===== src/rtl/hazard_ctrl.sv =====
// hazard_ctrl: stall/flush control for the 5-stage pipeline with flush/multicycle sequencing and perf counters
module hazard_ctrl #(
  parameter int REG_AW       = 3,
  parameter int FLUSH_CYCLES = 2,
  parameter int MC_TIMEOUT   = 64,
  parameter int CNT_W        = 16
) (
  input  logic              clk,
  input  logic              reset,
  input  logic [REG_AW-1:0] id_rs1,
  input  logic [REG_AW-1:0] id_rs2,
  input  logic              id_use_rs1,
  input  logic              id_use_rs2,
  input  logic [REG_AW-1:0] ex_rd,
  input  logic              ex_regwrite,
  input  logic              ex_is_load,
  input  logic              branch_taken,
  input  logic              mc_start,
  input  logic              mc_done,
  output logic              dhazard,
  output logic              chazard,
  output logic              pc_hold,
  output logic              idex_bubble,
  output logic              mc_error,
  output logic [1:0]        state_o,
  output logic [CNT_W-1:0]  stall_cnt,
  output logic [CNT_W-1:0]  flush_cnt
);
  typedef enum logic [1:0] {RUN = 2'd0, FLUSH = 2'd1, MCWAIT = 2'd2} state_t;
  localparam logic [3:0] REM_RELOAD = 4'(FLUSH_CYCLES - 1);
  localparam logic [9:0] TO_LAST    = 10'(MC_TIMEOUT - 2);
  state_t           state_q, state_d;
  logic [3:0]       rem_q, rem_d;
  logic [9:0]       to_q, to_d;
  logic             err_q, err_d;
  logic [CNT_W-1:0] stall_q, stall_d, flush_q, flush_d;
  logic             load_use;
  assign load_use = ex_is_load & ex_regwrite & (ex_rd != '0) &
                    ((id_use_rs1 & (id_rs1 == ex_rd)) | (id_use_rs2 & (id_rs2 == ex_rd)));
  always_comb begin
    state_d     = state_q;
    rem_d       = rem_q;
    to_d        = to_q;
    err_d       = err_q;
    dhazard     = 1'b0;
    chazard     = 1'b0;
    pc_hold     = 1'b0;
    idex_bubble = 1'b0;
    case (state_q)
      RUN: begin
        if (branch_taken) begin
          chazard     = 1'b1;
          idex_bubble = 1'b1;
          if (FLUSH_CYCLES > 1) begin
            state_d = FLUSH;
            rem_d   = REM_RELOAD;
          end
        end else if (mc_start) begin
          if (!mc_done) begin
            dhazard = 1'b1;
            pc_hold = 1'b1;
            state_d = MCWAIT;
            to_d    = '0;
          end
        end else if (load_use) begin
          dhazard     = 1'b1;
          pc_hold     = 1'b1;
          idex_bubble = 1'b1;
        end
      end
      FLUSH: begin
        chazard     = 1'b1;
        idex_bubble = 1'b1;
        if (branch_taken) rem_d = REM_RELOAD;
        else if (rem_q <= 4'd1) state_d = RUN;
        else rem_d = rem_q - 4'd1;
      end
      MCWAIT: begin
        if (mc_done) state_d = RUN;
        else begin
          dhazard = 1'b1;
          pc_hold = 1'b1;
          to_d    = to_q + 10'd1;
          // exit on the cycle where the counter steps onto MC_TIMEOUT-1
          if (to_q >= TO_LAST) begin
            err_d   = 1'b1;
            state_d = RUN;
          end
        end
      end
      default: state_d = RUN;
    endcase
    if (reset) {dhazard, chazard, pc_hold, idex_bubble} = 4'b0;
    stall_d = (dhazard && !(&stall_q)) ? stall_q + 1'b1 : stall_q;
    flush_d = (chazard && !(&flush_q)) ? flush_q + 1'b1 : flush_q;
  end
  always_ff @(posedge clk) begin
    if (reset) begin
      state_q <= RUN;
      rem_q   <= '0;
      to_q    <= '0;
      err_q   <= 1'b0;
      stall_q <= '0;
      flush_q <= '0;
    end else begin
      state_q <= state_d;
      rem_q   <= rem_d;
      to_q    <= to_d;
      err_q   <= err_d;
      stall_q <= stall_d;
      flush_q <= flush_d;
    end
  end
  assign mc_error  = err_q;
  assign state_o   = state_q;
  assign stall_cnt = stall_q;
  assign flush_cnt = flush_q;
endmodule


===== config.mk =====
export PLATFORM = sky130hd
export DESIGN_NAME = hazard_ctrl
export DESIGN_NICKNAME = d
export VERILOG_FILES = /design/src/rtl/hazard_ctrl.sv
export SDC_FILE = /design/constraint.sdc
export NUM_CORES = 1
export LEC_CHECK = 0
export BUFFER_PORTS_ARGS = -buffer_cell sky130_fd_sc_hd__buf_4
export CAP_MARGIN = 5
export CORE_MARGIN = 2
export CORE_UTILIZATION = 30
export CTS_CLUSTER_DIAMETER = 80
export DETAILED_ROUTE_END_ITERATION = 8
export GPL_ROUTABILITY_DRIVEN = 0
export HOLD_SLACK_MARGIN = 0.05
export SYNTH_ARGS = -nofsm -noshare
export SYNTH_HDL_FRONTEND = slang
export SYNTH_SLANG_ARGS = --single-unit

===== constraint.sdc =====
create_clock -name clk -period 3 [get_ports clk]
set_clock_uncertainty 0.05 [all_clocks]
set_input_delay 0 -clock clk [delete_from_list [all_inputs] [get_ports clk]]
set_output_delay 0 -clock clk [all_outputs]
set_load 0.03 [all_outputs]

After elaboration in Yosys (flattened, before gate mapping)
Cells that the tools add are included.
{ "totals": {"ff_bits": 49, "inputBits": 18, "output_inout_bits": 39, "elab_cells": 78} }
{ "op_classes": {"add_sub_neg": 4, "order_cmp": 2, "n_eq_ne": 15, "n_mux": 30, "bitwise": 7, "n_reduce_logical": 14} }
{ "ops": {"columns": ["op", "count"], "rows": [
  ["$mux 10", 4],
  ["$add 16x1->16 const B", 2],
  ["$reduce_and 16->1", 2],
  ["$pmux 10 s2", 1],
  ["$mux 2", 7],
  ["$ne 2x2->1 const B", 7],
  ["$mux 4", 3],
  ["$ne 3x3->1 const B", 4],
  ["$add 10x1->10 const B", 1],
  ["$ge 10x6->1 const B", 1],
  ["$mux 1", 10],
  ["$reduce_and 5->1", 2],
  ["$pmux 4 s2", 1],
  ["$eq 3x3->1", 2],
  ["$pmux 1 s2", 3],
  ["$pmux 2 s3", 1],
  ["$reduce_and 3->1", 2],
  ["$and 1x1->1", 5],
  ["$le 4x1->1 const B", 1],
  ["$reduce_bool 2->1", 2],
  ["$sub 4x1->4 const B", 1],
  ["$reduce_bool 3->1", 1],
  ["$eq 2x1->1 const B", 1],
  ["$eq 2x2->1 const B", 1],
  ["other kinds (5)", 7]
]} }

Depth between registers and ports, before layout
Gate-level depths: netlist of the first run.
{ "logic_depth": {"word_depth": 10, "mapped_depth": 9, "ltp_nobuf": 8} }

Least setup slack after synthesis of the first run
OpenSTA, ideal clock, no wires.
{ "synth_path": {"path_kind": "reg2reg", "from": "reg stall_q[0], in the netlist stall_cnt[0]", "to": "reg stall_q[1], in the netlist stall_cnt[1]", "setup_time_ns": 0.128, "arrival_time_ns": 2.158, "t_required_ns": 2.822, "slack_ns": 0.665, "path_stages_with_launch": 10, "n_path_buf": 2, "synth_period_minus_slack_ns": 2.335, "path_cell_list": "dfxtp_1 -> ha_1 -> nand3_1 -> and4bb_2 -> a211oi_2 -> nor2_2 -> buf_6 -> buf_2 -> mux2i_1 -> nor2_1"} }
{ "synth_between": {"elab_chain_len": 3, "word_cells_on_any_way": 4, "cone_classes": "add/sub: 1; reduce/logical: 3"} }
{ "synth_rtl": {"columns": ["element", "line", "rtl"], "rows": [
  ["start, declared", "36", "logic [CNT_W-1:0] stall_q, stall_d, flush_q, flush_d;"],
  ["start signal, assigned", "110", "stall_q <= stall_d;"],
  ["branches (longest 3 deep; another with $add 16x1->16)", null, null]
]} }
Several ways; the timed one is not identified.
A chain may end at the register's enable or synchronous reset.

Final worst setup path of the first run
{ "layout_path": {"from": "reg state_q[1], in the netlist state_o[1]", "to": "reg state_q[1], in the netlist state_o[1]"} }
{ "layout_between": {"elab_chain_len": 3, "word_cells_on_any_way": 10, "cone_classes": "eq/ne: 7; mux: 1; reduce/logical: 2"} }
{ "layout_rtl": {"columns": ["element", "line", "rtl"], "rows": [
  ["start, declared", "32", "state_t state_q, state_d;"],
  ["start signal, assigned", "106", "state_q <= state_d;"],
  ["$eq 2x2->1 (tied with other cells)", "49", "case (state_q)"],
  ["$ne 3x3->1 (no source line) / $ne 2x2->1 (equally long branches)", null, null],
  ["$reduce_and 5->1 (no source line)", null, null]
]} }
Parallel ways exist; a longest one is shown, timed or not.

==> results.json, run 1 <==
{
  "status": "complete, no violations",
  "place_area_um2": 2980,
  "worstHoldPathType": "in -> reg",
  "viasPerCell": 4.87,
  "cts.clk_slew.worst_paths_ns": 0.10,
  "placeableCoreArea_um2": 8130,
  "cp_max_fo": 11,
  "grt-ovfl-total": 0,
  "end_kind": "flip-flop",
  "irDropWorstVdd_v": 0.000199,
  "tritoncts": "done",
  "cts_setup_buffers": 0,
  "die_h_um": 95.0,
  "synth_edf_count": 0,
  "synth_fp_nets": 314,
  "syn_to_final_growth_pct": 25.3,
  "slew_viol_final": 0,
  "yosysMostFrequentCell": "dfxtp_1",
  "slew_headroom_pct": 64.4,
  "wirelength_um": 5500,
  "synth_area_per_cell_um2": 8.56,
  "fmax_mhz": 432,
  "cts.sinks": 49,
  "layout.nets": 371,
  "grt_pass1_wl_um": 9000,
  "cts_max_path_buffers": 2,
  "yosysTopAreaCellShare_pct": 39.5,
  "syn-instance-count": 290,
  "yosysSeqAreaShare_pct": 39.5,
  "h-tree-depth": 2,
  "power_mw": 1.23,
  "tightest_slew_ns": 0.529,
  "synth_ff_type": "dfxtp_1",
  "setup_viol": 0,
  "dr.pass1.iters": 4,
  "fin_crit_ns": 2.31,
  "crit_type": "reg -> reg",
  "required_ns": 3.20,
  "postLayoutCellArea_um2": 3110,
  "period_share_pct": 77.1,
  "cts_resized": 0,
  "place_hpwl_um": 4040,
  "ios": 57,
  "port_buffers": 56,
  "synthDistinctLibCells": 43,
  "clockRootBuffer": "clkbuf_8",
  "n_antenna_cell": 0,
  "rsz0062_at_grt": "no",
  "fin_util_pct": 38.2,
  "drcViolationCount": 0,
  "arrival_ns": 2.51,
  "num_rows": 33,
  "cts_buffers": 5,
  "synthArstFlopShare_pct": 0,
  "netlist_area_um2": 2480,
  "antenna_found_initial": 0,
  "worstSetupStartpointType": "flip-flop",
  "start_util_pct": 30.5,
  "ant_nets": 0,
  "powerDensity_nw_per_um2": 396,
  "synth_warnings": 0,
  "gr-usage-all-layers_pct": 12.6,
  "num_vias": 2206,
  "synth_area_leaders": "dfxtp_1, nor2_1, xnor2_1",
  "synth_common_cells": "dfxtp_1, nor2_1, a21oi_1, nand2_1, xnor2_1",
  "finalHoldViolCount": 0,
  "synth_top_area_cell": "dfxtp_1",
  "ys_seq_elements": 49,
  "leakagePower_nw": 1.15,
  "cts_hold_buf": 4,
  "wl_per_cell_um": 12.1,
  "cap_violations": 0,
  "clkLatencyLatePin_ns": 0.30,
  "die_area_um2": 9020,
  "setup-tns-final_ns": 0,
  "grt_pass1_vias": 1965,
  "grt_max_degree": 45,
  "drt-initial-drc-count": 51,
  "drive_gt1_share_pct": 21.3,
  "dieWidth_um": 95.0
}
## worst paths after layout
check	from	end	slack, ns	cells after the start
setup / recovery	state_o[1]	state_o[1]	0.69	5
hold / removal	reset	flush_cnt[14]	0.08	2
setup reg to reg	state_o[1]	state_o[1]	0.69	5
hold reg to reg	to_q[8]	to_q[8]	0.45	2
## final cells by class
type	instances	area, um^2
Timing Repair Buffer	61	468
Sequential cell	49	981
Tap cell	105	131
Clock buffer	5	68.8
Inverter	11	41.3
Fill cell	803	5020
Clock inverter	3	21.3
Multi-Input combinational cell	219	1400
## registers in the layout, indices dropped and copies added, names as in the netlist
signal / cells
rem_q: 4
state_o: 2
stall_cnt: 16
to_q: 10
flush_cnt: 16
mc_error: 1
## critical path: stages, from the launching register on
cell and delay (ns):
dfxtp_1 0.43, a2111oi_4 0.42, nand2_1 0.11, dlygate4sd3_1 0.57, a21oi_1 0.12, dlygate4sd3_1 0.56
## report_power, final
group / switching, mW / internal (mW)
combinational: 0.0864 / 0.0655
sequential: 0.0181 / 0.663
clock: 0.234 / 0.166
total: 0.338 / 0.894
## routing by layer
| layer | vias to the layer above | wire length, um | GRT usage, % |
|---|---|---|---|
| met5 | - | 0 | 0 |
| met4 | 0 | 70 | 4.47 |
| met3 | 6 | 283 | 3.43 |
| met2 | 46 | 2480 | 19.9 |
| met1 | 1011 | 2660 | 16.4 |
| li1 | 1143 | - | - |
## placed cells by master (no fill, tap or decap), types with 3 or more instances in the layout
cell type,n
buf_4,57
dfxtp_1,49
nor2_1,39
a21oi_1,18
nand2_1,17
xnor2_1,16
nand3_1,15
xor2_1,15
nand4_1,14
or3_1,14
inv_1,11
o21ai_0,9
o21ai_1,9
or4_1,6
ha_1,6
nor4_1,5
o31ai_1,5
clkbuf_8,5
nor3_1,4
dlygate4sd3_1,4
nor2b_1,3
## logic make-up after synthesis
kind of cell / after synthesis / share of synthesized area [%]
and+or+nand+nor: 132 / 29.8
DFF: 49 / 39.5
muxes: 1 / 0.403
adders and majority gates: 6 / 3.02
buffers and inverters: 22 / 4.18
AOI/OAI and AO/OA: 49 / 12.1
xor gates and xnor gates: 31 / 10.9
## through the flow
stage,hold WS (ns),setup WS (ns),instances
floorplan,0.109,0.665,290
global placement,0.276,0.784,441
detailed placement,0.280,0.716,441
CTS,0.0699,0.689,453
global route,0.0944,0.493,453
finish,0.0782,0.687,453
No activity file was read; power rests on OpenSTA's default activity.
==> run 2, diff against run 1 <==
==> constraint.sdc (replaced) <==
create_clock -name clk -period 1.9 [get_ports clk]
set_clock_uncertainty 0.05 [all_clocks]
set_input_delay 0 -clock clk [delete_from_list [all_inputs] [get_ports clk]]
set_output_delay 0 -clock clk [all_outputs]
set_load 0.03 [all_outputs]
==> run 2 against run 1 <==
Effect of this change:
- the flow now finishes with violations (setup timing)
- sequential power grew 57%
- clock power grew 61%
- critical endpoint is now stall_cnt[15]
- critical path depth grew 3
- cell count grew 11%
- worst hold slack gained 0.024 ns
- largest cell class unchanged
==> results.json, run 2 (synthesized netlist as in run 1, its figures left out) <==
{
  "worstHoldPathType": "in -> reg",
  "powerDensity_nw_per_um2": 557,
  "clkLatencyLatePin_ns": 0.31,
  "setup-tns-final_ns": -0.559,
  "dieWidth_um": 95.0,
  "slew_headroom_pct": 60.7,
  "wirelength_um": 6340,
  "h-tree-depth": 2,
  "required_ns": 2.10,
  "ios": 57,
  "final_common_cell": "buf_4",
  "place_hpwl_um": 4640,
  "num-fill-cells": 806,
  "arrival_ns": 2.22,
  "cts_max_path_buffers": 2,
  "die_area_um2": 9020,
  "p_sw_uw": 535,
  "postLayoutCellArea_um2": 3650,
  "grt_max_degree": 37,
  "cts_buffers": 5,
  "startpoint": "stall_cnt[0]",
  "crit_type": "reg -> reg",
  "min_from": "branch_taken",
  "r2r_cells": 8,
  "place_ws_ns": -0.140,
  "die_h_um": 95.0,
  "syn_to_final_growth_pct": 47.1,
  "clockRootBuffer": "clkbuf_8",
  "tritoncts": "done",
  "period_share_pct": 107,
  "cts.sinks": 49,
  "end_kind": "flip-flop",
  "start_util_pct": 30.5,
  "rsz0062_at_grt": "yes",
  "slew_viol_final": 0,
  "holdPathStages": 4,
  "violations": "setup timing",
  "place_area_um2": 3410,
  "viasPerCell": 4.81,
  "power_frac_seq_pct": 52.4,
  "holdWs_ns": 0.102,
  "antenna_found_initial": 0,
  "wl_per_cell_um": 12.6,
  "drcViolationCount": 0,
  "leakagePower_nw": 1.45,
  "r2r_slack_ns": -0.13,
  "grt_pass1_wl_um": 10200,
  "worstSetupStartpointType": "flip-flop",
  "fmax_mhz": 494,
  "gr-usage-all-layers_pct": 14.3,
  "grt-ovfl-total": 0,
  "num_vias": 2418,
  "p_int_mw": 1.50,
  "num_rows": 33,
  "setup_viol": 10,
  "finalHoldViolCount": 0,
  "multi_input_area_um2": 1480,
  "placeableCoreArea_um2": 8130,
  "finalWorstSetupSlack_ns": -0.126,
  "port_buffers": 56,
  "regArea_um2": 1030,
  "tightest_slew_ns": 0.584,
  "dpl.cell_count": 487,
  "final_cells": 503,
  "fin_crit_ns": 2.03,
  "r2r_start": "stall_cnt[0]",
  "n_antenna_cell": 0,
  "pwr-share-comb_pct": 15.8,
  "p_clk_share_pct": 31.8,
  "drt-initial-drc-count": 59,
  "hold_end": "rem_q[2]",
  "p_sw_share_pct": 26.3,
  "drive_gt1_share_pct": 40.7,
  "layout_common_cells": "buf_4, nor2_1, dfxtp_1, dfxtp_2, a21oi_1",
  "cts.clk_slew.worst_paths_ns": 0.09,
  "cp_max_fo": 14,
  "status": "finished with violations",
  "layout.nets": 421,
  "r2r-end": "stall_cnt[15]",
  "grt_pass1_vias": 2191,
  "ant_nets": 0,
  "cap_violations": 0,
  "dr.pass1.iters": 4,
  "irDropWorstVdd_v": 0.000279
}
==> run 2: worst max-delay path by stage <==
stage,end,slack [ns]
floorplan,stall_cnt[1],-0.05
global placement,stall_cnt[5],-0.11
detailed placement,stall_cnt[15],-0.14
CTS,stall_cnt[15],-0.12
global route,stall_cnt[15],-0.23
finish,stall_cnt[15],-0.13
==> run 2: area by class of cell <==
class	count	share of cell area, %
multi-input combinational	219	40.5
clock buffer	8	2.47
tap	105	3.60
inverter	11	1.13
sequential	49	28.1
timing repair buffer	111	24.2
==> run 2: repair_timing <==
item | 4_1_cts | 5_1_grt
gates cloned | 1 | 0
hold endpoints to repair | 6 | 0
setup buffers | 2 | 2
endpoints found under the setup margin | 22 | 30
hold buffers | 3 | 0
gates resized for setup | 3 | 14
pin swaps | 10 | 12
==> run 2: power by group through the flow <==
stage               Combinational (mW)  Sequential, mW  Clock (mW)
floorplan                        0.146            1.11           0
global placement                 0.289            1.09           0
detailed placement               0.292            1.09           0
CTS                              0.312            1.07       0.674
global route                     0.352            1.07       0.708
finish                           0.322            1.07       0.646
==> run 2: critical path, stage by stage, from the launching register on <==
cell and delay, ns:
dfxtp_4 0.36, ha_4 0.16, nand3_4 0.07, and4bb_2 0.26
a211oi_4 0.24, nor2_2 0.08, buf_12 0.15, or4_1 0.46
a21oi_1 0.13
==> run 2: metal layers <==
metal / track usage [%] / wire length, um / up-vias
met4: 3.62 / 72 / 0
li1: - / - / 1243
met2: 23.5 / 3060 / 34
met5: 0 / 0 / -
met3: 3.19 / 230 / 5
met1: 19.0 / 2980 / 1136
==> run 2: metrics by stage <==
step / power, mW / util [%]
global placement: 1.38 / 41.9
finish: 2.03 / 44.9
CTS: 2.05 / 44.0
global route: 2.13 / 44.9
floorplan: 1.25 / -
detailed placement: 1.38 / 41.9
==> run 3, diff against run 2 <==
--- a/config.mk
+++ b/config.mk
@@ -13,6 +13,7 @@
 export DETAILED_ROUTE_END_ITERATION = 8
 export GPL_ROUTABILITY_DRIVEN = 0
 export HOLD_SLACK_MARGIN = 0.05
+export REMOVE_ABC_BUFFERS = 1
 export SYNTH_ARGS = -nofsm -noshare
 export SYNTH_HDL_FRONTEND = slang
 export SYNTH_SLANG_ARGS = --single-unit
==> run 3 against run 2 <==
Effect of this change:
- clock-buffer cell count fell by 3
- first-iteration DRC count rose by 10%
- via count grew 3.6%
- critical path type unchanged
- the run still ends with setup timing left
- non-clock buffer count up 12
- core utilization up 0.38 points
- sequential share of layout area down 1.2 points
- flip-flop and latch count stayed put
- total power up 0.61%
- highest routed layer unchanged
- critical path depth decreased by 1
==> results.json, run 3 (synthesized netlist as in run 1, its figures left out) <==
{
  "dr.pass1.iters": 4,
  "ios": 57,
  "critical-path-top-delay-family": "simple AND/OR/NAND/NOR gates",
  "p_clk_share_pct": 32.1,
  "fin_crit_ns": 2.04,
  "layout_common_cells": "buf_4, dfxtp_1, nor2_1, nand2_1, a21oi_1",
  "antenna_found_initial": 0,
  "place_ws_ns": -0.417,
  "irDropWorstVdd_v": 0.000277,
  "cap_violations": 0,
  "setup_viol": 15,
  "pwr-share-comb_pct": 15.7,
  "grt-ovfl-total": 0,
  "wl_per_cell_um": 12.9,
  "tritoncts": "done",
  "hold_end": "flush_cnt[8]",
  "r2r_cells": 7,
  "wl_met3_um": 198,
  "h-tree-depth": 2,
  "top_layer": "met4",
  "port_buffers": 56,
  "slowest_delay_ns": 0.49,
  "cts.clk_slew.worst_paths_ns": 0.10,
  "grt_pass1_vias": 2345,
  "wirelength_um": 6650,
  "slew_viol_final": 0,
  "power_frac_seq_pct": 52.3,
  "required_ns": 2.10,
  "violations": "setup timing",
  "clkLatencyLatePin_ns": 0.30,
  "gr-usage-all-layers_pct": 14.7,
  "grt_pass1_wl_um": 10600,
  "finalHoldViolCount": 0,
  "cts.sinks": 49,
  "p_sw_uw": 573,
  "cts_buffers": 5,
  "r2r-end": "stall_cnt[5]",
  "p_int_mw": 1.47,
  "die_h_um": 95.0,
  "powerDensity_nw_per_um2": 556,
  "wl_met2_um": 3300,
  "cts_max_path_buffers": 2,
  "n_antenna_cell": 0,
  "finalWorstSetupSlack_ns": -0.138,
  "power_mw": 2.05,
  "leakagePower_nw": 1.48,
  "crit_type": "reg -> reg",
  "fmax_mhz": 491,
  "num_rows": 33,
  "drive_gt1_share_pct": 36.9,
  "r2r_start": "state_o[1]",
  "start_util_pct": 30.5,
  "placeableCoreArea_um2": 8130,
  "final_common_cell": "buf_4",
  "period_share_pct": 107,
  "drcViolationCount": 0,
  "cpMaxStageDelayCell": "or4_4",
  "fin_util_pct": 45.3,
  "slew_headroom_pct": 61.1,
  "die_area_um2": 9020,
  "place_hpwl_um": 4800,
  "holdPathStages": 3,
  "cp_max_fo": 6,
  "cp_num_buf_inv": 1,
  "m1WireLength_um": 3100,
  "layout.nets": 435,
  "viasPerCell": 4.84,
  "num_vias": 2504,
  "drt-initial-drc-count": 65,
  "rsz0062_at_grt": "yes",
  "arrival_ns": 2.24,
  "p_sw_share_pct": 28.0,
  "tightest_slew_ns": 0.578,
  "dieWidth_um": 95.0,
  "clockRootBuffer": "clkbuf_8",
  "min_from": "reset",
  "ant_nets": 0,
  "syn_to_final_growth_pct": 48.3,
  "path_cells": "a2111oi_4, nand4bb_1, a211oi_4, buf_6, nor2_4, or4_4, a21oi_2",
  "worstSetupStartpointType": "flip-flop",
  "status": "finished with violations",
  "worstHoldPathType": "in -> reg",
  "r2r_slack_ns": -0.14,
  "end_kind": "flip-flop",
  "grt_max_degree": 28
}
[run 3: changes by cell type in the layout (fill, tap and decap cells not counted), moves of 4 or more]
cell and delta:
dfxtp_2 -17, dfxtp_1 +21, dfxtp_4 -4, buf_4 +12
[run 3: worst min-delay path, cell delays in order]
cell,delay (ns)
buf_4,0.14
buf_4,0.20
nor2_1,0.06
[run 3: layout make-up]
| class | instances | area, um^2 |
|---|---|---|
| Sequential cell | 49 | 990 |
| Inverter | 11 | 41.3 |
| Tap cell | 105 | 131 |
| Clock inverter | 3 | 25.0 |
| Clock buffer | 5 | 68.8 |
| Multi-Input combinational cell | 221 | 1490 |
| Timing Repair Buffer | 123 | 941 |
| Fill cell | 811 | 4450 |
[run 3: power by group through the flow]
stage	clock [mW]	sequential [mW]	combinational, mW
3_3_place_gp	0	1.09	0.287
3_5_place_dp	0	1.09	0.289
6_report	0.656	1.07	0.321
4_1_cts	0.683	1.07	0.315
5_1_grt	0.719	1.07	0.350
2_1_floorplan	0	1.11	0.123
[run 3: what timing repair did]
action | 4_1_cts | 5_1_grt
gates cloned | 2 | 0
buffers inserted | 5 | 4
endpoints found under the setup margin | 30 | 29
gates resized for setup | 15 | 7
hold buffers | 4 | 0
endpoints found under the hold margin | 6 | 0
pin swaps | 12 | 6
[run 3: how the worst max path moves through the flow]
stage / from / to / cells after the start
after floorplan: stall_cnt[0] / stall_cnt[1] / 7
after global placement: stall_cnt[0] / stall_cnt[1] / 9
after detailed placement: stall_cnt[0] / stall_cnt[1] / 9
after CTS: state_o[0] / stall_cnt[5] / 7
after global routing: state_o[1] / stall_cnt[3] / 8
final: state_o[1] / stall_cnt[5] / 7
[run 3: layer usage]
metal  vias up  GRT usage, %
li1       1284             -
met1      1176          18.4
met2        38          26.5
met3         6          2.63
met4         0          2.90
met5         -             0
[run 3: through the flow]
step	hold WS (ns)	instance area, um^2	setup TNS, ns	instances
5_1_grt	0.0648	3680	-2.76	517
6_report	0.0750	3680	-1.22	517
4_1_cts	0.0562	3620	-0.852	513
2_1_floorplan	0.0191	2420	-9.28	279
3_5_place_dp	0.200	3380	-4.79	494
3_3_place_gp	0.194	3380	-3.79	494
